### src/rtl/alu_cmd_sequencer_if.sv
// Command, response and datapath signal bundle for alu_cmd_sequencer.
// master is the sequencer's view; slave is the surrounding environment's view.
interface alu_cmd_sequencer_if #(
  parameter int unsigned WIDTH = 4
) ();
  logic             cmd_valid;
  logic             cmd_ready;
  logic [2:0]       cmd_op;
  logic [WIDTH-1:0] cmd_a;
  logic [WIDTH-1:0] cmd_b;

  logic [WIDTH-1:0] dp_a;
  logic [WIDTH-1:0] dp_b;
  logic [1:0]       dp_aluop;
  logic [WIDTH-1:0] dp_result;
  logic             dp_zero;

  logic             rsp_valid;
  logic             rsp_ready;
  logic [WIDTH-1:0] rsp_data;
  logic             rsp_zero;
  logic             rsp_err;

  modport master (
    input  cmd_valid, cmd_op, cmd_a, cmd_b, dp_result, dp_zero, rsp_ready,
    output cmd_ready, dp_a, dp_b, dp_aluop, rsp_valid, rsp_data, rsp_zero, rsp_err
  );

  modport slave (
    output cmd_valid, cmd_op, cmd_a, cmd_b, dp_result, dp_zero, rsp_ready,
    input  cmd_ready, dp_a, dp_b, dp_aluop, rsp_valid, rsp_data, rsp_zero, rsp_err
  );
endinterface

### src/rtl/alu_cmd_sequencer.sv
// Command-side controller for a 4-op ALU datapath: single-cycle ops, equality compare,
// and multiply by repeated ADD, with valid/ready command and response channels.
module alu_cmd_sequencer #(
  parameter int unsigned WIDTH = 4
) (
  input  logic                clk,
  input  logic                rst_n,
  alu_cmd_sequencer_if.master bus
);

  typedef enum logic [1:0] {StIdle, StExec, StMul, StResp} state_e;

  localparam logic [2:0] OpCmp = 3'b100;
  localparam logic [2:0] OpMul = 3'b101;

  state_e           state_q, state_d;
  logic [2:0]       op_q, op_d;
  logic [WIDTH-1:0] a_q, a_d;
  logic [WIDTH-1:0] b_q, b_d;
  logic [WIDTH-1:0] acc_q, acc_d;
  logic [WIDTH-1:0] cnt_q, cnt_d;
  logic [WIDTH-1:0] rsp_data_q, rsp_data_d;
  logic             rsp_zero_q, rsp_zero_d;
  logic             rsp_err_q, rsp_err_d;

  logic             cmd_ready;
  logic [WIDTH-1:0] dp_a, dp_b;
  logic [1:0]       dp_aluop;

  always_comb begin
    state_d    = state_q;
    op_d       = op_q;
    a_d        = a_q;
    b_d        = b_q;
    acc_d      = acc_q;
    cnt_d      = cnt_q;
    rsp_data_d = rsp_data_q;
    rsp_zero_d = rsp_zero_q;
    rsp_err_d  = rsp_err_q;
    // Gated by rst_n so no command is taken while reset is being applied.
    cmd_ready  = (state_q == StIdle) && rst_n;
    dp_a       = '0;
    dp_b       = '0;
    dp_aluop   = 2'b00;

    unique case (state_q)
      StIdle: begin
        if (bus.cmd_valid && cmd_ready) begin
          op_d = bus.cmd_op;
          a_d  = bus.cmd_a;
          b_d  = bus.cmd_b;
          if (bus.cmd_op > OpMul) begin
            rsp_data_d = '0;
            rsp_zero_d = 1'b0;
            rsp_err_d  = 1'b1;
            state_d    = StResp;
          end else if (bus.cmd_op == OpMul && bus.cmd_b == '0) begin
            rsp_data_d = '0;
            rsp_zero_d = 1'b1;
            rsp_err_d  = 1'b0;
            state_d    = StResp;
          end else if (bus.cmd_op == OpMul) begin
            acc_d   = '0;
            cnt_d   = bus.cmd_b;
            state_d = StMul;
          end else begin
            state_d = StExec;
          end
        end
      end
      StExec: begin
        dp_a       = a_q;
        dp_b       = b_q;
        dp_aluop   = (op_q == OpCmp) ? 2'b01 : op_q[1:0];
        rsp_data_d = (op_q == OpCmp) ? '0 : bus.dp_result;
        rsp_zero_d = bus.dp_zero;
        rsp_err_d  = 1'b0;
        state_d    = StResp;
      end
      StMul: begin
        // acc accumulates a_q once per remaining count; wraps mod 2^WIDTH.
        dp_a  = acc_q;
        dp_b  = a_q;
        acc_d = bus.dp_result;
        cnt_d = cnt_q - WIDTH'(1);
        if (cnt_q == WIDTH'(1)) begin
          rsp_data_d = bus.dp_result;
          rsp_zero_d = bus.dp_zero;
          rsp_err_d  = 1'b0;
          state_d    = StResp;
        end
      end
      StResp: begin
        if (bus.rsp_ready) state_d = StIdle;
      end
      default: state_d = StIdle;
    endcase
  end

  always_ff @(posedge clk) begin
    if (!rst_n) begin
      state_q    <= StIdle;
      op_q       <= '0;
      a_q        <= '0;
      b_q        <= '0;
      acc_q      <= '0;
      cnt_q      <= '0;
      rsp_data_q <= '0;
      rsp_zero_q <= 1'b0;
      rsp_err_q  <= 1'b0;
    end else begin
      state_q    <= state_d;
      op_q       <= op_d;
      a_q        <= a_d;
      b_q        <= b_d;
      acc_q      <= acc_d;
      cnt_q      <= cnt_d;
      rsp_data_q <= rsp_data_d;
      rsp_zero_q <= rsp_zero_d;
      rsp_err_q  <= rsp_err_d;
    end
  end

  assign bus.cmd_ready = cmd_ready;
  assign bus.dp_a      = dp_a;
  assign bus.dp_b      = dp_b;
  assign bus.dp_aluop  = dp_aluop;
  assign bus.rsp_valid = (state_q == StResp);
  assign bus.rsp_data  = rsp_data_q;
  assign bus.rsp_zero  = rsp_zero_q;
  assign bus.rsp_err   = rsp_err_q;

endmodule
### src/flat_wrapper.sv
// flat-port wrapper written by rule: the top's interface ports become plain ports
module alu_cmd_sequencer_flat 
#(
  parameter int unsigned WIDTH = 4
)
  (clk, rst_n, bus_cmd_valid, bus_cmd_op, bus_cmd_a, bus_cmd_b, bus_dp_result, bus_dp_zero, bus_rsp_ready, bus_cmd_ready, bus_dp_a, bus_dp_b, bus_dp_aluop, bus_rsp_valid, bus_rsp_data, bus_rsp_zero, bus_rsp_err);
  alu_cmd_sequencer_if #(.WIDTH(WIDTH)) bus_i ();
  input  logic clk;
  input  logic rst_n;
  input wire logic [$bits(bus_i.cmd_valid)-1:0] bus_cmd_valid;
  input wire logic [$bits(bus_i.cmd_op)-1:0] bus_cmd_op;
  input wire logic [$bits(bus_i.cmd_a)-1:0] bus_cmd_a;
  input wire logic [$bits(bus_i.cmd_b)-1:0] bus_cmd_b;
  input wire logic [$bits(bus_i.dp_result)-1:0] bus_dp_result;
  input wire logic [$bits(bus_i.dp_zero)-1:0] bus_dp_zero;
  input wire logic [$bits(bus_i.rsp_ready)-1:0] bus_rsp_ready;
  output wire logic [$bits(bus_i.cmd_ready)-1:0] bus_cmd_ready;
  output wire logic [$bits(bus_i.dp_a)-1:0] bus_dp_a;
  output wire logic [$bits(bus_i.dp_b)-1:0] bus_dp_b;
  output wire logic [$bits(bus_i.dp_aluop)-1:0] bus_dp_aluop;
  output wire logic [$bits(bus_i.rsp_valid)-1:0] bus_rsp_valid;
  output wire logic [$bits(bus_i.rsp_data)-1:0] bus_rsp_data;
  output wire logic [$bits(bus_i.rsp_zero)-1:0] bus_rsp_zero;
  output wire logic [$bits(bus_i.rsp_err)-1:0] bus_rsp_err;
  assign bus_i.cmd_valid = bus_cmd_valid;
  assign bus_i.cmd_op = bus_cmd_op;
  assign bus_i.cmd_a = bus_cmd_a;
  assign bus_i.cmd_b = bus_cmd_b;
  assign bus_i.dp_result = bus_dp_result;
  assign bus_i.dp_zero = bus_dp_zero;
  assign bus_i.rsp_ready = bus_rsp_ready;
  assign bus_cmd_ready = bus_i.cmd_ready;
  assign bus_dp_a = bus_i.dp_a;
  assign bus_dp_b = bus_i.dp_b;
  assign bus_dp_aluop = bus_i.dp_aluop;
  assign bus_rsp_valid = bus_i.rsp_valid;
  assign bus_rsp_data = bus_i.rsp_data;
  assign bus_rsp_zero = bus_i.rsp_zero;
  assign bus_rsp_err = bus_i.rsp_err;
  alu_cmd_sequencer #(.WIDTH(WIDTH)) u_core (.clk(clk), .rst_n(rst_n), .bus(bus_i));
endmodule
### config.mk
export PLATFORM = sky130hd
export DESIGN_NAME = alu_cmd_sequencer_flat
export DESIGN_NICKNAME = d
export VERILOG_FILES = /design/src/rtl/alu_cmd_sequencer_if.sv /design/src/rtl/alu_cmd_sequencer.sv /design/src/flat_wrapper.sv
export SDC_FILE = /design/constraint.sdc
export NUM_CORES = 1
export LEC_CHECK = 0
export CORE_ASPECT_RATIO = 2
export CORE_MARGIN = 3
export CORE_UTILIZATION = 51
export CTS_BUF_LIST = sky130_fd_sc_hd__clkbuf_2 sky130_fd_sc_hd__clkbuf_4 sky130_fd_sc_hd__clkbuf_8
export CTS_CLUSTER_DIAMETER = 150
export DETAILED_ROUTE_END_ITERATION = 16
export GPL_ROUTABILITY_DRIVEN = 0
export PLACE_DENSITY = 0.89
export SLEW_MARGIN = 25
export SYNTH_ARGS = -nofsm -noshare
export SYNTH_HDL_FRONTEND = slang
export SYNTH_SLANG_ARGS = --single-unit
### constraint.sdc
create_clock -name clk -period 2.1 [get_ports clk]
set_clock_uncertainty 0.15 [all_clocks]
set_input_delay 0.42 -clock clk [delete_from_list [all_inputs] [get_ports clk]]
set_output_delay 0.42 -clock clk [all_outputs]
set_load 0.03 [all_outputs]
==> metrics.cfg <==
[detailed_routing]
antenna_left = 0
drc = 0
viasPerCell = 5.875
totalWireLength_mm = 4.013
drt-wirelength-per-cell_um = 15.20
dr_total_vias = 1551
drt_iter0_drc = 71
drt_pass1_iterations = 4

[floorplanning]
die_h_um = 83.47
die_width_um = 44.73
start_util_pct = 54.57
core_region_area_mm2 = 0.002804
die_area_mm2 = 0.003733
num_rows = 27
ios = 38

[critical_path]
crit_arrival_ns = 1.50
worstPathMaxFanout = 13
rr_startpoint = u_core.cnt_q[1]
crit_required_ns = 1.53
crit_type = register to output pin
crit_path_end = bus_dp_a[3]
critPathLaunchType = register
ff2ff_path_depth = 7
rrSetupSlack_ns = 0.18
rr_endpoint = u_core.bus.rsp_data[2]
crit_start = u_core.state_q[0]
critPathCaptureType = output pin

[cts]
cts.clk_slew.worst_paths_ns = 0.10
hold_buffers = 0
post_cts_buffers = 0
cts_buffers = 3
cts_tree = done
cts_num_sinks = 27
cts_root_buf = clkbuf_8
clock_path_buffers = 2
htree_levels = 1
cts_resized = 7
worstSkewPairLatency_ns = 0.28

[synthesis]
synthFlopType = dfxtp_1
synth_most_common_cell = nand2_1
ys_ff_latch = 27
yosys.area.top_type = dfxtp_1
synth_top_cell_area_share_pct = 35.32
synthDistinctLibCells = 43
synth_edf_count = 0
avgSynthCellArea_um2 = 8.183
netlist_instances = 187
async_flop_share_pct = 0
ys_top_cells_by_area = dfxtp_1, nand2_1, o21ai_0
syn_area_mm2 = 0.001530
yosysSeqAreaShare_pct = 35.32
ys_top_cells_by_count = nand2_1, dfxtp_1, o21ai_0
ys.warnings.count = 0
syn-num-nets = 213

[placement]
dpl.hpwl_mm = 3.021
place_area_mm2 = 0.002014
portBuffers = 37

[sta]
max_freq_ghz = 0.4836
tightest_slew_ns = 0.3336
slew_viol_final = 0
maxSlewHeadroom_pct = 77.76
fin_hold_ws_ns = 0.3140
setup_viol = 0
fin_crit_sh_pct = 98.47
post-route-min-period_ns = 2.068
hold_viol_final = 0

[layout]
final_core_util_pct = 75.28
fin_nets = 262
fill_cells = 203
drive_above_1_share_pct = 22.13
final_design_area_no_fill_mm2 = 0.002111
area_growth_pct = 37.94
antennaDiodeCount = 0

[power_and_ir_drop]
ir_drop_mv = 0.9369
p_total_mw = 2.237
powerDensity_mw_per_mm2 = 1060
leakagePower_nw = 0.8304

[grt]
grt_pass1_vias = 1526
grt_max_degree = 24
gr-usage-all-layers_pct = 22.54
grt.overflow.total = 0
grt_pass1_wl_mm = 6.617
antenna_found_initial = 0

[min_path]
holdCritPathClass = register to register

[run]
maxCapViolCount = 0

[run_status]
status = finished clean

## how the worst min path moves through the flow
stage	start	to	slack, ns	depth (start not counted)
CTS	u_core.bus.rsp_data[3]	u_core.bus.rsp_data[3]	0.32	2
detailed placement	u_core.op_q[2]	u_core.op_q[2]	0.30	2
finish	u_core.bus.rsp_data[1]	u_core.bus.rsp_data[1]	0.31	2
global placement	u_core.bus.rsp_data[0]	u_core.bus.rsp_data[0]	0.29	2
floorplan	u_core.op_q[2]	u_core.op_q[2]	0.28	2
global route	u_core.a_q[3]	u_core.a_q[3]	0.35	2
## metal layers
metal | track usage (%) | vias to the layer above | wire [µm] | share of wire [%]
met3 | 2.808 | 18 | 175 | 4.4
met1 | 24.40 | 727 | 1452 | 36
met2 | 38.53 | 57 | 2209 | 55
met4 | 14.01 | 0 | 176 | 4.4
li1 | - | 749 | - | -
met5 | 0 | - | 0 | 0
## critical path: stages, from the launching register on
cell and delay, ns:
dfxtp_1 0.37, inv_1 0.12, ha_4 0.36, nor2b_1 0.19
buf_4 0.19
## stage by stage
step | instances | setup WS [ns] | setup TNS (ns)
CTS | 264 | 0.02027 | 0
detailed placement | 260 | -0.1994 | -2.567
floorplan | 187 | 0.004107 | 0
global route | 264 | -0.02607 | -0.02782
finish | 264 | 0.03210 | 0
global placement | 260 | -0.1938 | -2.381
## sequential cells by signal (all words and copies together), names as in the netlist
register             count
u_core.a_q               4
u_core.acc_q             4
u_core.cnt_q             4
u_core.bus.rsp_err       1
u_core.op_q              3
u_core.bus.rsp_zero      1
u_core.bus.rsp_data      4
u_core.b_q               4
u_core.state_q           2
## power breakdown
| part | internal, mW | total, mW | leakage (nW) | switching, mW |
|---|---|---|---|---|
| logic | 0.604 | 1.25 | 0.588 | 0.648 |
| registers | 0.609 | 0.678 | 0.221 | 0.0687 |
| clock network | 0.135 | 0.307 | 0.0217 | 0.173 |
## cell usage in the layout (no fill, tap or decap), drive strengths merged, types with 3 or more instances in the layout
cell type,n
a31oi,4
ha,6
dfxtp,27
nor2,3
buf,32
nor2b,12
clkbuf,3
nand2,39
clkdlybuf4s50,25
o211ai,3
a22oi,8
inv,7
nand3,10
mux2i,6
o21ai,19
a21oi,3
## final cells by class
cell class              instances  area (µm²)  share of cell area (%)
multi-input cells             139       943.4                   44.69
flip-flops and latches         27       544.3                   25.79
repair buffers                 58       511.7                   24.24
clock buffers                   3       41.29                   1.956
well taps                      29       36.28                   1.719
inverters                       7       26.28                   1.245
clock inverters                 1       7.507                  0.3557
## kinds of logic (layout without fill, tap and decap cells)
group / after synthesis / in the layout / synth area share, %
AOI/OAI and AO/OA: 49 / 49 / 23.96
adders and majority gates: 6 / 6 / 4.906
buffers and inverters: 21 / 69 / 5.969
DFF: 27 / 27 / 35.32
muxes: 6 / 6 / 3.925
and+or+nand+nor: 78 / 78 / 25.92
Note: power is estimated with default switching activity, not from simulation.
